File: src/rtl/pipeline_pkg.sv
// Shared RV32IM pipeline types for the register-file writeback path.
package pipeline_pkg;

  localparam int unsigned XLEN      = 32;
  localparam int unsigned ADDR_W    = 5;
  localparam int unsigned REG_COUNT = 32;

  // One pending register-file write: destination and value.
  typedef struct packed {
    logic [ADDR_W-1:0] rd;
    logic [XLEN-1:0]   data;
  } wb_req_t;

  // One-hot register select used by the pending-write scoreboard.
  function automatic logic [REG_COUNT-1:0] rd_onehot(input logic [ADDR_W-1:0] rd);
    return REG_COUNT'(1) << rd;
  endfunction

endpackage

File: src/rtl/wb_result_fifo.sv
// Small FIFO holding M-unit results until the write port is free.
module wb_result_fifo
  import pipeline_pkg::*;
#(
  parameter int unsigned DEPTH = 2
) (
  input  logic                   clk,
  input  logic                   rst,
  input  logic                   push,
  input  wb_req_t                push_req,
  input  logic                   pop,
  output wb_req_t                head,
  output logic [$clog2(DEPTH):0] count,
  output logic                   full,
  output logic                   empty
);

  localparam int unsigned PTR_W = $clog2(DEPTH);
  localparam int unsigned CNT_W = $clog2(DEPTH) + 1;

  wb_req_t            mem [DEPTH];
  logic [PTR_W-1:0]   wr_ptr;
  logic [PTR_W-1:0]   rd_ptr;
  logic               do_push;
  logic               do_pop;

  // Status flags and guarded push/pop qualifiers.
  always_comb begin
    full    = (count == CNT_W'(DEPTH));
    empty   = (count == '0);
    do_push = push && !full;
    do_pop  = pop && !empty;
    head    = mem[rd_ptr];
  end

  // Payload storage; contents are only observed while the entry is valid.
  always_ff @(posedge clk) begin
    if (do_push) begin
      mem[wr_ptr] <= push_req;
    end
  end

  // Pointer and occupancy tracking; pointers wrap naturally at DEPTH.
  always_ff @(posedge clk or negedge rst) begin
    if (!rst) begin
      wr_ptr <= '0;
      rd_ptr <= '0;
      count  <= '0;
    end else begin
      if (do_push) begin
        wr_ptr <= wr_ptr + PTR_W'(1);
      end
      if (do_pop) begin
        rd_ptr <= rd_ptr + PTR_W'(1);
      end
      case ({do_push, do_pop})
        2'b10:   count <= count + CNT_W'(1);
        2'b01:   count <= count - CNT_W'(1);
        default: count <= count;
      endcase
    end
  end

endmodule

File: src/rtl/regfile_writeback_arbiter.sv
// Single write-port arbiter: ALU stream has priority, M-unit results queue
// behind it, and a scoreboard tracks outstanding mul/div destinations.
module regfile_writeback_arbiter
  import pipeline_pkg::*;
#(
  parameter int unsigned DEPTH = 2
) (
  input  logic                   clk,
  input  logic                   rst,
  input  logic                   alu_valid,
  input  logic [ADDR_W-1:0]      alu_rd,
  input  logic [XLEN-1:0]        alu_data,
  input  logic                   md_issue,
  input  logic [ADDR_W-1:0]      md_issue_rd,
  input  logic                   md_valid,
  output logic                   md_ready,
  input  logic [ADDR_W-1:0]      md_rd,
  input  logic [XLEN-1:0]        md_data,
  output logic                   reg_write_en,
  output logic [ADDR_W-1:0]      reg_write,
  output logic [XLEN-1:0]        write_data,
  output logic [REG_COUNT-1:0]   busy_mask,
  output logic [$clog2(DEPTH):0] md_pending
);

  logic                 alu_win;
  logic                 fifo_push;
  logic                 fifo_pop;
  logic                 fifo_full;
  logic                 fifo_empty;
  wb_req_t              push_req;
  wb_req_t              fifo_head;
  logic                 wr_en_d;
  logic [ADDR_W-1:0]    wr_rd_d;
  logic [XLEN-1:0]      wr_data_d;
  logic [REG_COUNT-1:0] busy_d;

  // Accept depends only on registered occupancy, so a full FIFO never pops through.
  assign md_ready = !fifo_full;

  // M-unit result payload as presented to the FIFO.
  always_comb begin
    push_req      = '0;
    push_req.rd   = md_rd;
    push_req.data = md_data;
  end

  // Per-cycle arbitration, FIFO control and scoreboard next state.
  always_comb begin
    alu_win   = alu_valid && (alu_rd != '0);
    fifo_pop  = !alu_win && !fifo_empty;
    fifo_push = md_valid && md_ready && (md_rd != '0);

    wr_en_d   = alu_win || fifo_pop;
    wr_rd_d   = reg_write;
    wr_data_d = write_data;
    if (alu_win) begin
      wr_rd_d   = alu_rd;
      wr_data_d = alu_data;
    end else if (fifo_pop) begin
      wr_rd_d   = fifo_head.rd;
      wr_data_d = fifo_head.data;
    end

    // Clear on commit first so a same-cycle re-issue of the same rd keeps the bit set.
    busy_d = busy_mask;
    if (fifo_pop) begin
      busy_d = busy_d & ~rd_onehot(fifo_head.rd);
    end
    if (md_issue && (md_issue_rd != '0)) begin
      busy_d = busy_d | rd_onehot(md_issue_rd);
    end
    busy_d[0] = 1'b0;
  end

  // Registered write port and scoreboard; address/data hold when idle.
  always_ff @(posedge clk or negedge rst) begin
    if (!rst) begin
      reg_write_en <= 1'b0;
      reg_write    <= '0;
      write_data   <= '0;
      busy_mask    <= '0;
    end else begin
      reg_write_en <= wr_en_d;
      if (wr_en_d) begin
        reg_write  <= wr_rd_d;
        write_data <= wr_data_d;
      end
      busy_mask <= busy_d;
    end
  end

  wb_result_fifo #(
    .DEPTH (DEPTH)
  ) u_fifo (
    .clk      (clk),
    .rst      (rst),
    .push     (fifo_push),
    .push_req (push_req),
    .pop      (fifo_pop),
    .head     (fifo_head),
    .count    (md_pending),
    .full     (fifo_full),
    .empty    (fifo_empty)
  );

endmodule

File: config.mk
export PLATFORM = sky130hd
export DESIGN_NAME = regfile_writeback_arbiter
export DESIGN_NICKNAME = d
export VERILOG_FILES = /design/src/rtl/pipeline_pkg.sv /design/src/rtl/wb_result_fifo.sv /design/src/rtl/regfile_writeback_arbiter.sv
export SDC_FILE = /design/constraint.sdc
export NUM_CORES = 1
export LEC_CHECK = 0
export ABC_CLOCK_PERIOD_IN_PS = 4100
export CAP_MARGIN = 10
export CORE_ASPECT_RATIO = 1.2
export CORE_UTILIZATION = 40
export DETAILED_ROUTE_END_ITERATION = 8
export PLACE_DENSITY_LB_ADDON = 0.2
export SLEW_MARGIN = 20
export SYNTH_ARGS = -nofsm -noshare
export SYNTH_HDL_FRONTEND = slang
export SYNTH_SLANG_ARGS = --single-unit
export TNS_END_PERCENT = 50
File: constraint.sdc
create_clock -name clk -period 4.1 [get_ports clk]
set_input_delay 0.41 -clock clk [delete_from_list [all_inputs] [get_ports clk]]
set_output_delay 0.41 -clock clk [all_outputs]
set_load 0.02 [all_outputs]
==> results.sh, run 1 <==
export IMPL_cts_buffers=17
export IMPL_synth_top_cell_by_area="edfxtp_1"
export IMPL_die_width_um=115
export IMPL_tightest_slew_ns=1.15
export IMPL_final_setup_skew_ns=0.00504
export IMPL_cts_root_buf="clkbuf_16"
export IMPL_cp_start_kind="flip-flop"
export IMPL_end_kind="flip-flop"
export IMPL_ir_worst_vdd_mv=0.276
export IMPL_synthFlopType="edfxtp_1"
export IMPL_synth_seq_cells=147
export IMPL_finalWirelength_mm=15.1
export IMPL_maxSlewViolCount=0
export IMPL_clock_path_buffers=2
export IMPL_p_leak_nw=3.28
export IMPL_via_count=4478
export IMPL_synth_cells=509
export IMPL_nets=743
export IMPL_cp_data_required_time_ns=4.38
export IMPL_start_util_pct=40.7
export IMPL_postCtsHoldBufs=0
export IMPL_die_area_um2=15700
export IMPL_synthTopCellsByArea="edfxtp_1, dfrtp_1, mux2i_1"
export IMPL_drive_above_1_share_pct=6.11
export IMPL_drv_cap=0
export IMPL_synth_edf_count=74
export IMPL_avgSynthCellArea_um2=12.0
export IMPL_die_h_um=137
export IMPL_core_um2=15000
export IMPL_async_flop_share_pct=49.7
export IMPL_antenna_found_initial=0
export IMPL_period_minus_slack_ns=2.60
export IMPL_slew_headroom_pct=23.1
export IMPL_clock_sinks=147
export IMPL_rr_worst_depth=5
export IMPL_via_per_inst=5.12
export IMPL_netlist_area_leader_share_pct=36.5
export IMPL_ant_nets=0
export IMPL_area_growth_pct=39.2
export IMPL_cts_repair_resized=0
export IMPL_setup_viol=0
export IMPL_dp_cells=841
export IMPL_dp_hpwl_mm=10.2
export IMPL_critPathKind="reg2reg"
export IMPL_io_buffer_count=155
export IMPL_synth_seq_area_share_pct=66.5
export IMPL_grt_pass1_wl_mm=23.4
export IMPL_yosys_warnings=0
export IMPL_num_io_pins=157
export IMPL_insertion_delay_ns=0.41
export IMPL_status="completed"
export IMPL_overflow=0
export IMPL_p_per_area_nw_per_um2=752
export IMPL_post_synth_top_count_cell="nand2_1"
export IMPL_antenna_cells=0
export IMPL_finalHoldViolations=0
export IMPL_cp_arrival_ns=2.88
export IMPL_path_clk_slew_ns=0.06
export IMPL_fillers=1317
export IMPL_drtIter0Drc=301
export IMPL_htreeDepth=4
export IMPL_grt_pass1_vias=4441
export IMPL_mappedNetlistArea_um2=6090
export IMPL_drcViolationCount=0
export IMPL_fmax_mhz=385
export IMPL_ys_types=37
export IMPL_synth_net_count=594
export IMPL_p_total_mw=6.37
export IMPL_instances_no_fill=875
export IMPL_synth_commonest_cells="nand2_1, edfxtp_1, dfrtp_1, nor2_1, a21oi_1"
export IMPL_post_drt_wl_per_cell_um=17.3
export IMPL_fin_tns_setup_ns=0
export IMPL_cts_tree="done"
export IMPL_cts_setup_buffers=0
export IMPL_grt_max_degree=74
export IMPL_rsz0062_at_grt="false"
export IMPL_timing_final_crit_share_pct=63.4
export IMPL_gr_usage_all_layers_pct=20.2
export IMPL_crit_fanout=27
export IMPL_dr_pass1_iters=4
export IMPL_num_rows=49
export IMPL_hold_class="in2async"
export IMPL_gp_congestion=0.897
## routing by layer
metal / global-route usage [%] / vias up / wire length [µm]
met5: 0 / - / 0
met4: 9.31 / 0 / 239
met3: 5.18 / 16 / 862
met2: 33.5 / 163 / 7540
met1: 24.8 / 2135 / 6510
li1: - / 2164 / -
## sequential cells by signal (all words and copies together) (netlist names)
| signal | count |
|---|---|
| reg_write | 5 |
| reg_write_en | 1 |
| write_data | 32 |
| u_fifo.count | 2 |
| busy_mask | 31 |
| u_fifo.mem | 74 |
| u_fifo.rd_ptr | 1 |
| u_fifo.wr_ptr | 1 |
## logic make-up after synthesis
family | share of synthesized area [%]
AO/OA/AOI/OAI | 13.0
buffers and inverters | 2.73
multiplexers | 5.94
XOR/XNOR | 0.719
AND/OR/NAND/NOR | 10.8
adder cells (fa/ha/maj) | 0.205
other | 0.0616
flip-flops | 66.5
## metrics by stage
step	instance area, µm²	hold slack [ns]	setup slack (ns)	utilization (%)
global placement	7780	0.485	1.42	52.0
floorplan	6090	0.114	0.890	-
CTS	8420	0.186	1.47	56.3
finish	8480	0.160	1.50	56.7
global route	8480	0.243	1.30	56.7
detailed placement	7780	0.487	1.41	52.0
## final timing paths
| path | startpoint | endpoint | slack, ns |
|---|---|---|---|
| max | u_fifo.rd_ptr$_DFFE_PN0P_ | busy_mask[3]$_DFF_PN0_ | 1.50 |
| max reg2reg | u_fifo.rd_ptr$_DFFE_PN0P_ | busy_mask[3]$_DFF_PN0_ | 1.50 |
| min | rst | busy_mask[4]$_DFF_PN0_ | 0.16 |
| min reg2reg | busy_mask[29]$_DFF_PN0_ | busy_mask[29]$_DFF_PN0_ | 0.50 |
| min in group clk | busy_mask[29]$_DFF_PN0_ | busy_mask[29]$_DFF_PN0_ | 0.50 |
| max in group asynchronous | rst | u_fifo.rd_ptr$_DFFE_PN0P_ | 3.26 |
## layout make-up
class	count	area [µm²]	share of cell area, %
multi-input cells	329	1900	22.4
inverters	3	11.3	0.133
repair buffers	160	1630	19.2
clock inverters	11	183	2.15
well taps	204	255	3.01
clock buffers	21	450	5.31
flip-flops and latches	147	4050	47.8
## critical path, stage by stage, from the launching register on
cell,delay [ns]
dfrtp_2,0.70
buf_4,0.52
mux2i_1,0.31
o21ai_1,0.42
o41ai_1,0.38
o21ai_1,0.13
## layout by cell type (no fill, tap or decap), types with 3 or more instances in the layout
cell	netlist	layout
nand2_1	88	88
o41ai_1	30	30
a21oi_1	40	40
dfrtp_1	73	72
clkbuf_1	16	3
inv_1	3	3
nand2b_1	8	8
o21ai_1	7	7
buf_4	1	4
xnor2_1	3	3
edfxtp_1	74	74
clkdlybuf4s50_1	0	154
clkbuf_16	0	17
nor2_4	0	3
nor2_1	49	46
bufinv_16	0	5
mux2i_1	35	35
o21ai_0	37	36
nor3_1	4	4
## where the power goes
group / leakage (nW) / internal (mW) / switching [mW] / total (mW)
sequential: 1.56 / 2.04 / 0.297 / 2.34
clock: 0.302 / 1.09 / 0.566 / 1.65
combinational: 1.42 / 1.03 / 1.34 / 2.38
total: 3.28 / 4.17 / 2.20 / 6.37
No activity file was read; power rests on OpenSTA's default activity.
==> run 2: changes to the inputs <==
Settings changed: ABC_CLOCK_PERIOD_IN_PS 4100 to 2600.
Clock period 4.1 ns to 2.6 ns, I/O delays scaled along.
==> results.sh, run 2 (same netlist as run 1, synthesis figures left out) <==
export IMPL_dp_hpwl_mm=9.89
export IMPL_timing_hold_ws_ns=-0.00837
export IMPL_p_per_area_nw_per_um2=1160
export IMPL_gp_congestion=0.965
export IMPL_via_count=4559
export IMPL_status="complete, but fails checks"
export IMPL_nets=752
export IMPL_hold_class="in2async"
export IMPL_clock_sinks=147
export IMPL_end_kind="flip-flop"
export IMPL_dr_pass1_iters=4
export IMPL_cp_start_kind="flip-flop"
export IMPL_grt_pass1_wl_mm=23.1
export IMPL_pwr_share_seq_pct=37.1
export IMPL_drive_above_1_share_pct=7.35
export IMPL_grt_max_degree=74
export IMPL_num_rows=49
export IMPL_grt_pass1_vias=4608
export IMPL_final_cell_mix="clkdlybuf4s50_1, nand2_1, edfxtp_1, dfrtp_1, nor2_1"
export IMPL_io_buffer_count=155
export IMPL_cts_repair_resized=0
export IMPL_path_cells="buf_4 > and3b_1 > a31oi_1 > o41ai_1 > nand2_1"
export IMPL_htreeDepth=4
export IMPL_clock_path_buffers=2
export IMPL_postCtsHoldBufs=0
export IMPL_cts_root_buf="clkbuf_16"
export IMPL_drv_cap=0
export IMPL_cp_data_required_time_ns=2.96
export IMPL_rr_worst_depth=5
export IMPL_p_total_mw=9.79
export IMPL_path_clk_slew_ns=0.06
export IMPL_p_sw_share_pct=35.3
export IMPL_core_um2=15000
export IMPL_cp_buffers_inverters=1
export IMPL_reg_top3="u_fifo.mem: 74 flops, write_data: 32 flops, busy_mask: 31 flops"
export IMPL_final_cell_area_um2=8470
export IMPL_drtIter0Drc=368
export IMPL_final_setup_skew_ns=0.0138
export IMPL_rsz0062_at_grt="false"
export IMPL_num_io_pins=157
export IMPL_cts_tree="done"
export IMPL_largest_reg_flops=74
export IMPL_cp_slowest_cell="a31oi_1"
export IMPL_place_ws_ns=0.153
export IMPL_drcViolationCount=0
export IMPL_maxSlewViolCount=0
export IMPL_cp_depth=5
export IMPL_insertion_delay_ns=0.42
export IMPL_finalCoreUtilization_pct=56.6
export IMPL_cp_arrival_ns=2.43
export IMPL_via_per_inst=5.16
export IMPL_finalWirelength_mm=14.6
export IMPL_timing_final_crit_share_pct=79.4
export IMPL_gr_usage_all_layers_pct=19.6
export IMPL_die_width_um=115
export IMPL_setup_viol=0
export IMPL_critPathMaxStageDelay_ns=0.66
export IMPL_period_minus_slack_ns=2.06
export IMPL_internal_power_mw=6.33
export IMPL_fmax_mhz=484
export IMPL_layout_setup_ws_ns=0.536
export IMPL_antenna_found_initial=0
export IMPL_switchingPower_mw=3.45
export IMPL_path_delay_family="compound AO/OA/AOI/OAI gates"
export IMPL_violations="hold timing"
export IMPL_post_drt_wl_per_cell_um=16.5
export IMPL_cts_buffers=17
export IMPL_die_h_um=137
export IMPL_final_common_cell="clkdlybuf4s50_1"
export IMPL_crit_fanout=21
export IMPL_ir_worst_vdd_mv=0.594
export IMPL_dp_cells=850
export IMPL_slew_headroom_pct=35.1
export IMPL_fin_tns_setup_ns=0
export IMPL_start_util_pct=40.7
export IMPL_antenna_cells=0
export IMPL_ant_nets=0
export IMPL_p_leak_nw=3.29
export IMPL_die_area_um2=15700
export IMPL_combPwrFrac_pct=39.3
export IMPL_cts_setup_buffers=0
export IMPL_largest_register="u_fifo.mem"
export IMPL_post_dp_cell_area_um2=7850
export IMPL_finalHoldViolations=2
export IMPL_area_growth_pct=39.1
export IMPL_instances_no_fill=884
export IMPL_critPathKind="reg2reg"
export IMPL_clkPwrFrac_pct=23.6
export IMPL_overflow=0
export IMPL_tightest_slew_ns=0.973
==> run 2: path summary, 6_finish.rpt <==
check	endpoint	startpoint	slack, ns
max in group asynchronous	u_fifo.rd_ptr$_DFFE_PN0P_	rst	1.92
max	busy_mask[9]$_DFF_PN0_	u_fifo.rd_ptr$_DFFE_PN0P_	0.54
min in group clk	write_data[1]$_DFFE_PN0P_	alu_data[1]	0.39
min reg2reg	busy_mask[5]$_DFF_PN0_	busy_mask[5]$_DFF_PN0_	0.50
min	busy_mask[20]$_DFF_PN0_	rst	-0.008
max reg2reg	busy_mask[9]$_DFF_PN0_	u_fifo.rd_ptr$_DFFE_PN0P_	0.54
==> run 2: final cells by class <==
cell class,instances,area [µm²]
fill,1352,6490
sequential,147,4050
multi-input combinational,329,1900
timing repair buffer,169,1690
clock buffer,25,495
tap,204,255
clock inverter,7,73.8
inverter,3,11.3
==> run 2: metal layers <==
layer | global-route usage (%) | wire length [µm]
met2 | 31.6 | 7090
met1 | 23.5 | 6020
met5 | 0 | 0
met3 | 7.17 | 1220
met4 | 8.66 | 293
==> run 2: power by group through the flow <==
stage	Sequential (mW)	Clock (mW)	Combinational [mW]
final	3.63	2.31	3.84
after global routing	3.71	2.45	4.18
after global placement	3.64	0	3.76
after detailed placement	3.68	0	3.81
after CTS	3.65	2.37	3.83
after floorplan	4.12	0	1.66
